`src/rtl/data_writer.sv`:
```
// Streams N words from a valid/ready input into BRAM addresses 0..N-1 via one write port.
// Optional DATA_WRITER_CHKSUM_EN adds chksum_o, the XOR of all words accepted in the current run.
module data_writer #(
  parameter int DWIDTH    = 32,
  parameter int CNT_WIDTH = 7,
  parameter int MEM_SIZE  = 100
) (
  input  logic                 clk,
  input  logic                 rst,
  input  logic                 start_i,
  input  logic [CNT_WIDTH-1:0] cnt_val_i,
  input  logic [DWIDTH-1:0]    data_i,
  input  logic                 valid_i,
  output logic                 ready_o,
  output logic                 idle_o,
  output logic                 run_o,
  output logic                 done_o,
  output logic [CNT_WIDTH-1:0] addr_o,
  output logic                 ce_o,
  output logic                 we_o,
  output logic [DWIDTH-1:0]    d_o
`ifdef DATA_WRITER_CHKSUM_EN
  ,
  output logic [DWIDTH-1:0]    chksum_o
`endif
);

  typedef enum logic [1:0] {S_IDLE, S_RUN, S_DONE} state_t;

  localparam logic [CNT_WIDTH-1:0] MEM_MAX = CNT_WIDTH'(MEM_SIZE);

  state_t               state, state_nxt;
  logic [CNT_WIDTH-1:0] cnt;
  logic [CNT_WIDTH-1:0] idx;
  logic [CNT_WIDTH-1:0] cnt_sel;
  logic                 start_ok;
  logic                 hs_p0;
  logic                 last_p0;

  // Requested count is clamped so the address can never run past the BRAM.
  assign cnt_sel  = (cnt_val_i > MEM_MAX) ? MEM_MAX : cnt_val_i;
  assign start_ok = (state == S_IDLE) && start_i;
  assign hs_p0    = valid_i && ready_o;
  assign last_p0  = hs_p0 && (idx == (cnt - CNT_WIDTH'(1)));

  assign idle_o  = (state == S_IDLE);
  assign run_o   = (state == S_RUN);
  assign done_o  = (state == S_DONE);
  assign ready_o = (state == S_RUN);

  always_ff @(posedge clk or posedge rst) begin
    if (rst) begin
      state <= S_IDLE;
    end else begin
      state <= state_nxt;
    end
  end

  always_comb begin
    state_nxt = state;
    case (state)
      S_IDLE: begin
        if (start_i) begin
          state_nxt = (cnt_sel == '0) ? S_DONE : S_RUN;
        end
      end
      S_RUN: begin
        if (last_p0) begin
          state_nxt = S_DONE;
        end
      end
      S_DONE:  state_nxt = S_IDLE;
      default: state_nxt = S_IDLE;
    endcase
  end

  always_ff @(posedge clk or posedge rst) begin
    if (rst) begin
      cnt <= '0;
      idx <= '0;
    end else if (start_ok) begin
      cnt <= cnt_sel;
      idx <= '0;
    end else if (hs_p0) begin
      idx <= idx + CNT_WIDTH'(1);
    end
  end

  // Stage p0 -> p1: accepted word is presented to the BRAM port one cycle later.
  always_ff @(posedge clk or posedge rst) begin
    if (rst) begin
      ce_o   <= 1'b0;
      we_o   <= 1'b0;
      addr_o <= '0;
      d_o    <= '0;
    end else begin
      ce_o <= hs_p0;
      we_o <= hs_p0;
      if (hs_p0) begin
        addr_o <= idx;
        d_o    <= data_i;
      end
    end
  end

`ifdef DATA_WRITER_CHKSUM_EN
  always_ff @(posedge clk or posedge rst) begin
    if (rst) begin
      chksum_o <= '0;
    end else if (start_ok) begin
      chksum_o <= '0;
    end else if (hs_p0) begin
      chksum_o <= chksum_o ^ data_i;
    end
  end
`endif

endmodule

```
`config.mk`:
```
export PLATFORM = sky130hd
export DESIGN_NAME = data_writer
export DESIGN_NICKNAME = d
export VERILOG_FILES = /design/src/rtl/data_writer.sv
export SDC_FILE = /design/constraint.sdc
export NUM_CORES = 1
export LEC_CHECK = 0
export CAP_MARGIN = 20
export CORE_AREA = 2 2 79 88
export DETAILED_ROUTE_END_ITERATION = 10
export DIE_AREA = 0 0 81 90
export PLACE_DENSITY = 0.71
export SLEW_MARGIN = 20
export SYNTH_ARGS = -nofsm -noshare
export SYNTH_HDL_FRONTEND = slang
export SYNTH_SLANG_ARGS = --single-unit
```
`constraint.sdc`:
```
create_clock -name clk -period 1.8 [get_ports clk]
set_input_delay 0.36 -clock clk [delete_from_list [all_inputs] [get_ports clk]]
set_output_delay 0.36 -clock clk [all_outputs]
set_load 0.05 [all_outputs]
```
# Word-level counts from Yosys, hierarchy flattened
# Index checks and enable logic that the tools add are counted.
[op_classes]
n_eq_ne = 5
reduce_logical = 7
add_sub_neg = 2
muxes = 7
magnitude_cmp = 1
[op_table]
columns = ["op", "count"]
rows = [
  ["7-bit 2-to-1 mux", 3],
  ["7-bit by 1-bit adder with 7-bit output, second input constant", 1],
  ["7-bit equality test", 1],
  ["7-bit greater-than comparator, second input constant", 1],
  ["7-bit logical NOT", 1],
  ["7-bit by 1-bit subtractor with 7-bit output, second input constant", 1],
  ["2-bit 2-to-1 mux", 3],
  ["2-bit one-hot mux with 2 select lines", 1],
  ["1-bit logical AND", 3],
  ["2-bit by 1-bit equality test with 1-bit output, second input constant", 1],
  ["2-bit equality test, second input constant", 1],
  ["2-bit logical NOT", 1],
  ["2-bit by 1-bit != test with 1-bit output, second input constant", 1],
  ["2-bit != test, second input constant", 1],
  ["2-bit AND reduction", 1],
  ["2-bit nonzero test", 1],
]
[word_totals]
output_inout_bits = 45
wordCells = 28
reg_bits = 56
input_bits = 43

# Logic depth before layout (Yosys ltp)
[logic_depth]
word_depth = 6
mapped_depth = 7
ltp_nobuf = 7

# Worst setup path after synthesis
# No wires, ideal clock.
[synth_timing]
kind = "register -> register"
startpoint = "register state[1]"
endpoint = "register cnt[0]"
synth_period_minus_slack_ns = 1.903
t_arrival_ns = 1.777
setup_slack_ns = -0.103
setup_time_ns = 0.126
required_time_ns = 1.674
n_path_buf = 2
stages_incl_launch_ff = 6
path_cell_list = "dfrtp_1 nor2_1 and2_1 clkbuf_1 buf_2 o21ai_0"
[synth_between]
elab_chain_len = 2
[synth_lines]
columns = ["element", "line", "text"]
rows = [
  ["from (decl)", "32", "state_t state, state_nxt;"],
  ["from (signal assigned)", "55", "state <= state_nxt;"],
  ["2-bit logical NOT", "--", ""],
  ["named net idle_o", "15", "output logic idle_o,"],
  ["1-bit logical AND", "42", "assign start_ok = (state == S_IDLE) && start_i;"],
  ["to (signal assigned)", "82", "cnt <= cnt_sel;"],
  ["to (decl)", "33", "logic [CNT_WIDTH-1:0] cnt;"],
]
# The timed path passes the listed nets, and every way through them passes these cells.
# A chain may end at the register's enable or synchronous reset.

# Final worst setup path
[layout_timing]
startpoint = "register cnt[2]"
endpoint = "register state[0]"
[layout_between]
elab_chain_len = 5
[layout_lines]
columns = ["element", "line", "text"]
rows = [
  ["7-bit by 1-bit subtractor with 7-bit output", "44", "assign last_p0 = hs_p0 && (idx == (cnt - CNT_WIDTH'(1)));"],
  ["7-bit equality test", "44", ""],
  ["1-bit logical AND", "44", ""],
  ["2-bit by 1-bit != test with 1-bit output (no source line)", "--", ""],
  ["2-bit AND reduction (no source line)", "--", ""],
]
# Every way passes these cells.

==> results.cfg <==
[grt]
grt_pass1_vias = 2089
overflow = 0
grt_usage_pct = 15.48
antenna_found_initial = 0
grt_max_degree = 41
grt_pass1_wl_mm = 9.183

[logic_synthesis]
yosysTopAreaCellShare_pct = 56.59
ys_top_cells_by_area = dfrtp_1 57%, nand2_1 21%, xor2_1 3.5%
synth_edf_count = 0
mappedNetlistArea_sq_mm = 0.002476
ys_seq_area_share_pct = 56.59
synth_most_common_cell = nand2_1
ys.warnings.count = 0
ys_seq_elements = 56
synth_top_area_cell = dfrtp_1
synthCells = 284
async_flop_share_pct = 100.0
avgSynthCellArea_sq_um = 8.719
synth_fp_nets = 329
synth.distinct_cells = 34
ys.flop_type = dfrtp_1
synth_commonest_cells = 138 x nand2_1, 56 x dfrtp_1, 14 x nor2_1

[power_and_ir_drop]
p_leak_nw = 1.775
peakVddDrop_uv = 832.8
power.density_mw_per_mm2 = 1657

[setup_path]
reg2reg_to = state[0]
cp_max_fo = 7
criticalPathCategory = reg -> reg
critPathLaunchType = flip-flop
r2r_setup_slack_ns = 0.19
critPathRequiredTime_ns = 1.98
r2r_cells = 5
r2r_start = cnt[2]
endpoint_kind = flip-flop
worstPathArrival_ns = 1.80

[placed_design]
hpwl_mm = 3.926
io_buffers = 87
gp_congestion = 0.7981
placed_cell_area_sq_mm = 0.003381

[detailed_routing]
ant_nets = 0
route.detailed.drc = 0
drt-vias-per-instance = 4.667
drt_iter0_drc = 79
wl_mm = 5.286
wl_per_cell_um = 11.67
dr.pass1.iters = 4
vias = 2114

[timing]
fin_tns_setup_ns = 0
clock.fmax_mhz = 619.3
finalHoldViolations = 0
setup-violations-final = 0
min_period_ns = 1.615
finClkSkew_ns = 0.005471
fin_crit_sh_pct = 89.71
worstMarginPinSlew_ns = 0.4109
maxSlewViolCount = 0
maxSlewHeadroom_pct = 72.61
rsz0062_at_grt = false

[finish]
n_antenna_cell = 0
syn2layout_area_growth_pct = 39.92
nFillCells = 628
postLayoutCellArea_sq_mm = 0.003465
drive_gt1_share_pct = 17.52
nNetsFinal = 416

[die]
die_w_um = 81
die-area_sq_mm = 0.007290
row_count = 31
start_util_pct = 38.46
io_pins = 88
core_area_sq_mm = 0.006439
die_y_um = 90

[outcome]
status = finished clean

[clock_network]
clk_latency_ns = 0.30
clk_path_buf_depth = 2
cts_made_buffers = 5
clkSlewWorstSetupHoldPaths_ns = 0.10
cts_sinks = 56
cts_max_level = 2
root_buffer = clkbuf_8
cts_tree = built
post_cts_buffers = 0

[worst_hold_path]
hold_class = in -> async

[job]
drv_cap = 0
-- state kept, by name, summed over array words and instances, names as in the netlist --
name and count:
cnt 7, idx 7, we_o 1, addr_o 7, d_o 32, state 2
-- worst max-delay path by stage --
stage	startpoint	endpoint
2_1_floorplan	rst	addr_o[0]
3_3_place_gp	valid_i	idx[6]
3_5_place_dp	valid_i	idx[5]
4_1_cts	cnt[2]	state[0]
5_1_grt	cnt[2]	state[0]
6_report	cnt[2]	state[0]
-- per-layer routing --
layer | global-route usage, % | up-vias | share of wire (%)
met5 | 0 | - | 0
met4 | 2.825 | 0 | 0.59
li1 | - | 1066 | -
met1 | 19.66 | 993 | 45
met2 | 27.20 | 51 | 49
met3 | 3.012 | 4 | 5.1
-- placed cells by master (no fill, tap or decap), drive strengths merged, types with 2 or more instances in the layout --
| cell | n |
|---|---|
| nand2 | 139 |
| dfrtp | 56 |
| buf | 52 |
| clkdlybuf4s50 | 42 |
| nor2 | 14 |
| xor2 | 10 |
| o21ai | 7 |
| clkbuf | 6 |
| inv | 6 |
| a21oi | 5 |
| xnor2 | 3 |
| nand3 | 3 |
| nor3 | 3 |
| o31ai | 3 |
| nand4 | 3 |
| a21boi | 2 |
| nor2b | 2 |
| ha | 2 |
-- through the flow --
step,util (%),power (mW),cells,hold WS [ns],worst slack (ns)
final,53.81,5.742,453,0.4496,0.1853
after global routing,53.81,6.136,453,0.4839,0.02041
after CTS,53.77,5.805,453,0.4626,0.1761
after detailed placement,52.51,5.133,446,0.4632,0.09373
after global placement,52.51,5.085,446,0.4617,0.1222
after floorplan,-,4.132,284,0.4654,0.06872
-- worst max-delay path, cell delays in order (launching register included) --
cell and delay, ns:
dfrtp_1 0.47, nor3_1 0.39, and3b_1 0.21, o21ai_0 0.08, a22oi_1 0.24, o211ai_1 0.11
-- cell type report --
cell class	count	area, sq um	share of cell area [%]
clock buffers	6	72.57	2.095
clock inverters	1	8.758	0.2528
inverters	6	27.53	0.7945
multi-input cells	208	991.0	28.60
flip-flops and latches	56	1401	40.45
well taps	82	102.6	2.961
repair buffers	94	860.8	24.85
-- power breakdown --
group	internal, mW	total, mW	switching [mW]
Combinational	1.06	3.05	1.99
Sequential	1.67	2.03	0.357
Clock	0.273	0.663	0.390
Total	3.01	5.74	2.73
-- cell families (layout without fill, tap and decap cells) --
logic type / count (synthesis) / count (layout) / share of synthesized area [%]
and+or+nand+nor: 173 / 173 / 29.31
DFF: 56 / 56 / 56.59
AOI/OAI and AO/OA: 20 / 20 / 4.901
buffers and inverters: 20 / 107 / 3.587
xor gates and xnor gates: 13 / 13 / 4.598
adders and majority gates: 2 / 2 / 1.010
-- repair_timing --
action                                  in CTS  in global routing
gates resized for setup                      0                  1
hold endpoints to repair                     0                  0
hold buffers                                 0                  0
endpoints found under the setup margin       0                  2
Note: power is estimated with default switching activity, not from simulation.
==> edit, RTL diff (same flow settings) <==
The parameter `CNT_WIDTH` goes from 7 to 14.
--- a/src/rtl/data_writer.sv
+++ b/src/rtl/data_writer.sv
@@ -2,7 +2,7 @@
 // Optional DATA_WRITER_CHKSUM_EN adds chksum_o, the XOR of all words accepted in the current run.
 module data_writer #(
   parameter int DWIDTH    = 32,
-  parameter int CNT_WIDTH = 7,
+  parameter int CNT_WIDTH = 14,
   parameter int MEM_SIZE  = 100
 ) (
   input  logic                 clk,
Interface: changed (resized addr_o and cnt_val_i); port bits go from 88 to 102. The function was not compared with the original's and may differ.
==> edit against the original RTL <==
First-iteration DRC count grew 86%. Routed wire length rose by 62%. Sequential share of layout area decreased by 3.3 points. The flow now finishes with violations (negative setup slack). Power is 18% higher. Largest power group unchanged. Cell area rose by 50%. Largest cell class unchanged. Synthesized cell count rose by 34%. Area after synthesis increased by 42%. Sequential cell count up 21. Setup slack worse by 0.44 ns.
==> edit: results (changes against the original RTL) <==
failed_checks: "negative setup slack"
htree_num_levels: 3  # was 2
p_leak_nw: 2.65  # was 1.77 nW
grt_max_degree: 52  # was 41
placedCellCount: 589  # was 446
cp_max_fo: 4  # was 7
avgRoutedWirePerCell_um: 14.1  # was 11.7 um
yosysSeqAreaShare: 0.547  # was 0.566
cts_buffers: 9  # was 5
ys_top_cells_by_area: "dfrtp_1 (55%), nand2_1 (16%), xnor2_1 (3.7%), xor2_1 (3.7%), nor2_1 (2.2%)"  # was dfrtp_1 (57%), nand2_1 (21%), xor2_1 (3.5%), nor2_1 (2.1%), clkbuf_1 (1.7%)
synth_cell_type_count: 46  # was 34
gp_congestion: 0.822  # was 0.798
drt_iter0_drc: 147  # was 79
grt_pass1_wl_um: 14400  # was 9180 um
io_buffers: 101  # was 87
outcome: "finished with violations"  # was completed
slew_headroom: 0.665  # was 0.726
min_period_over_period: 1.14  # was 0.897
nets: 574  # was 416
syn_avg_cell_area_sq_um: 9.25  # was 8.72 sq um
fin_worst_skew_ns: 0.0104  # was 0.00547 ns
clkTransAtPathRegs_ns: 0.08  # was 0.10 ns
clkLatencyLatePin_ns: 0.34  # was 0.30 ns
synth_common_cells: "nand2_1 (146), dfrtp_1 (77), nor2_1 (21)"  # was nand2_1 (138), dfrtp_1 (56), nor2_1 (14)
n_fill_cell: 429  # was 628
final.setup.worst_slack_ns: -0.257  # was 0.185 ns
synth_nets: 433  # was 329
drive_gt1_frac: 0.271  # was 0.175
setup_viol: 2  # was 0
crit_start: "cnt[0]"  # was cnt[2]
grt_pass1_vias: 3212  # was 2089
dpl.hpwl_um: 6280  # was 3930 um
vias_per_cell: 5.10  # was 4.67
## edit: cell count changes in the layout (fill, tap and decap cells not counted), moves of 4 or more
| cell | unedited run | this run |
|---|---|---|
| xor2_1 | 10 | 15 |
| and2_1 | 1 | 8 |
| clkdlybuf4s50_1 | 42 | 46 |
| buf_4 | 48 | 87 |
| nor2_1 | 13 | 20 |
| xnor2_1 | 3 | 13 |
| nand2_1 | 138 | 144 |
| clkbuf_8 | 5 | 10 |
| inv_1 | 4 | 8 |
| dfrtp_1 | 56 | 76 |
## edit: area by class of cell
cell class,instances,area share
Tap cell,82,0.0198
Inverter,11,0.00917
Clock inverter,3,0.00410
Sequential cell,77,0.372
Multi-Input combinational cell,278,0.316
Timing Repair Buffer,145,0.250
Clock buffer,13,0.0287
## edit: worst min path at each step
stage / from / to / slack [ns] / cells past startpoint
6_report: rst / d_o[23] / 0.37 / 2
5_1_grt: rst / d_o[31] / 0.37 / 2
4_1_cts: rst / d_o[19] / 0.36 / 2
3_5_place_dp: addr_o[7] / addr_o[7] / 0.46 / 2
3_3_place_gp: d_o[2] / d_o[2] / 0.46 / 2
2_1_floorplan: data_i[0] / d_o[0] / 0.47 / 2
## edit: metrics by stage
stage | instance area [sq um] | hold slack, ns | worst slack (ns)
6_report | 5190 | 0.365 | -0.257
3_5_place_dp | 4850 | 0.464 | -0.502
4_1_cts | 5110 | 0.359 | -0.243
3_3_place_gp | 4850 | 0.460 | -0.386
2_1_floorplan | 3560 | 0.465 | -0.133
5_1_grt | 5190 | 0.368 | -0.341
## edit: where the power goes
| group | internal [mW] | switching (mW) | total [mW] |
|---|---|---|---|
| clock network | 0.541 | 0.601 | 1.14 |
| registers | 2.10 | 0.281 | 2.38 |
| logic | 1.28 | 1.96 | 3.24 |
## edit: kinds of logic (layout without fill, tap and decap cells)
group,Yosys count,in the layout,share of synthesized area
xor+xnor,30,30,0.0745
flops,77,77,0.547
mux,1,1,0.00284
buf+inv,26,172,0.0319
compound gates,31,31,0.0621
simple gates,214,214,0.275
fa+ha+maj,2,2,0.00710
## edit: metal layers
layer	global-route usage	routed length, um
met1	0.327	3730
met2	0.408	4370
met3	0.0572	396
met4	0.0819	93
met5	0	0
## edit: repair_timing
| action | CTS | global route |
|---|---|---|
| cloned | 0 | 0 |
| buffers inserted | 1 | 3 |
| setup endpoints to repair | 10 | 17 |
| pin swaps | 8 | 10 |
| resized for setup | 18 | 16 |
| endpoints found under the hold margin | 0 | 0 |
## edit: critical path, cell delays in order (launching register included)
cell and delay [ns]:
dfrtp_1 0.40, buf_4 0.15, nor4_4 0.35, nand4b_4 0.19, xnor2_2 0.18, o221ai_2 0.15, o21ai_2 0.11, o41a_1 0.41
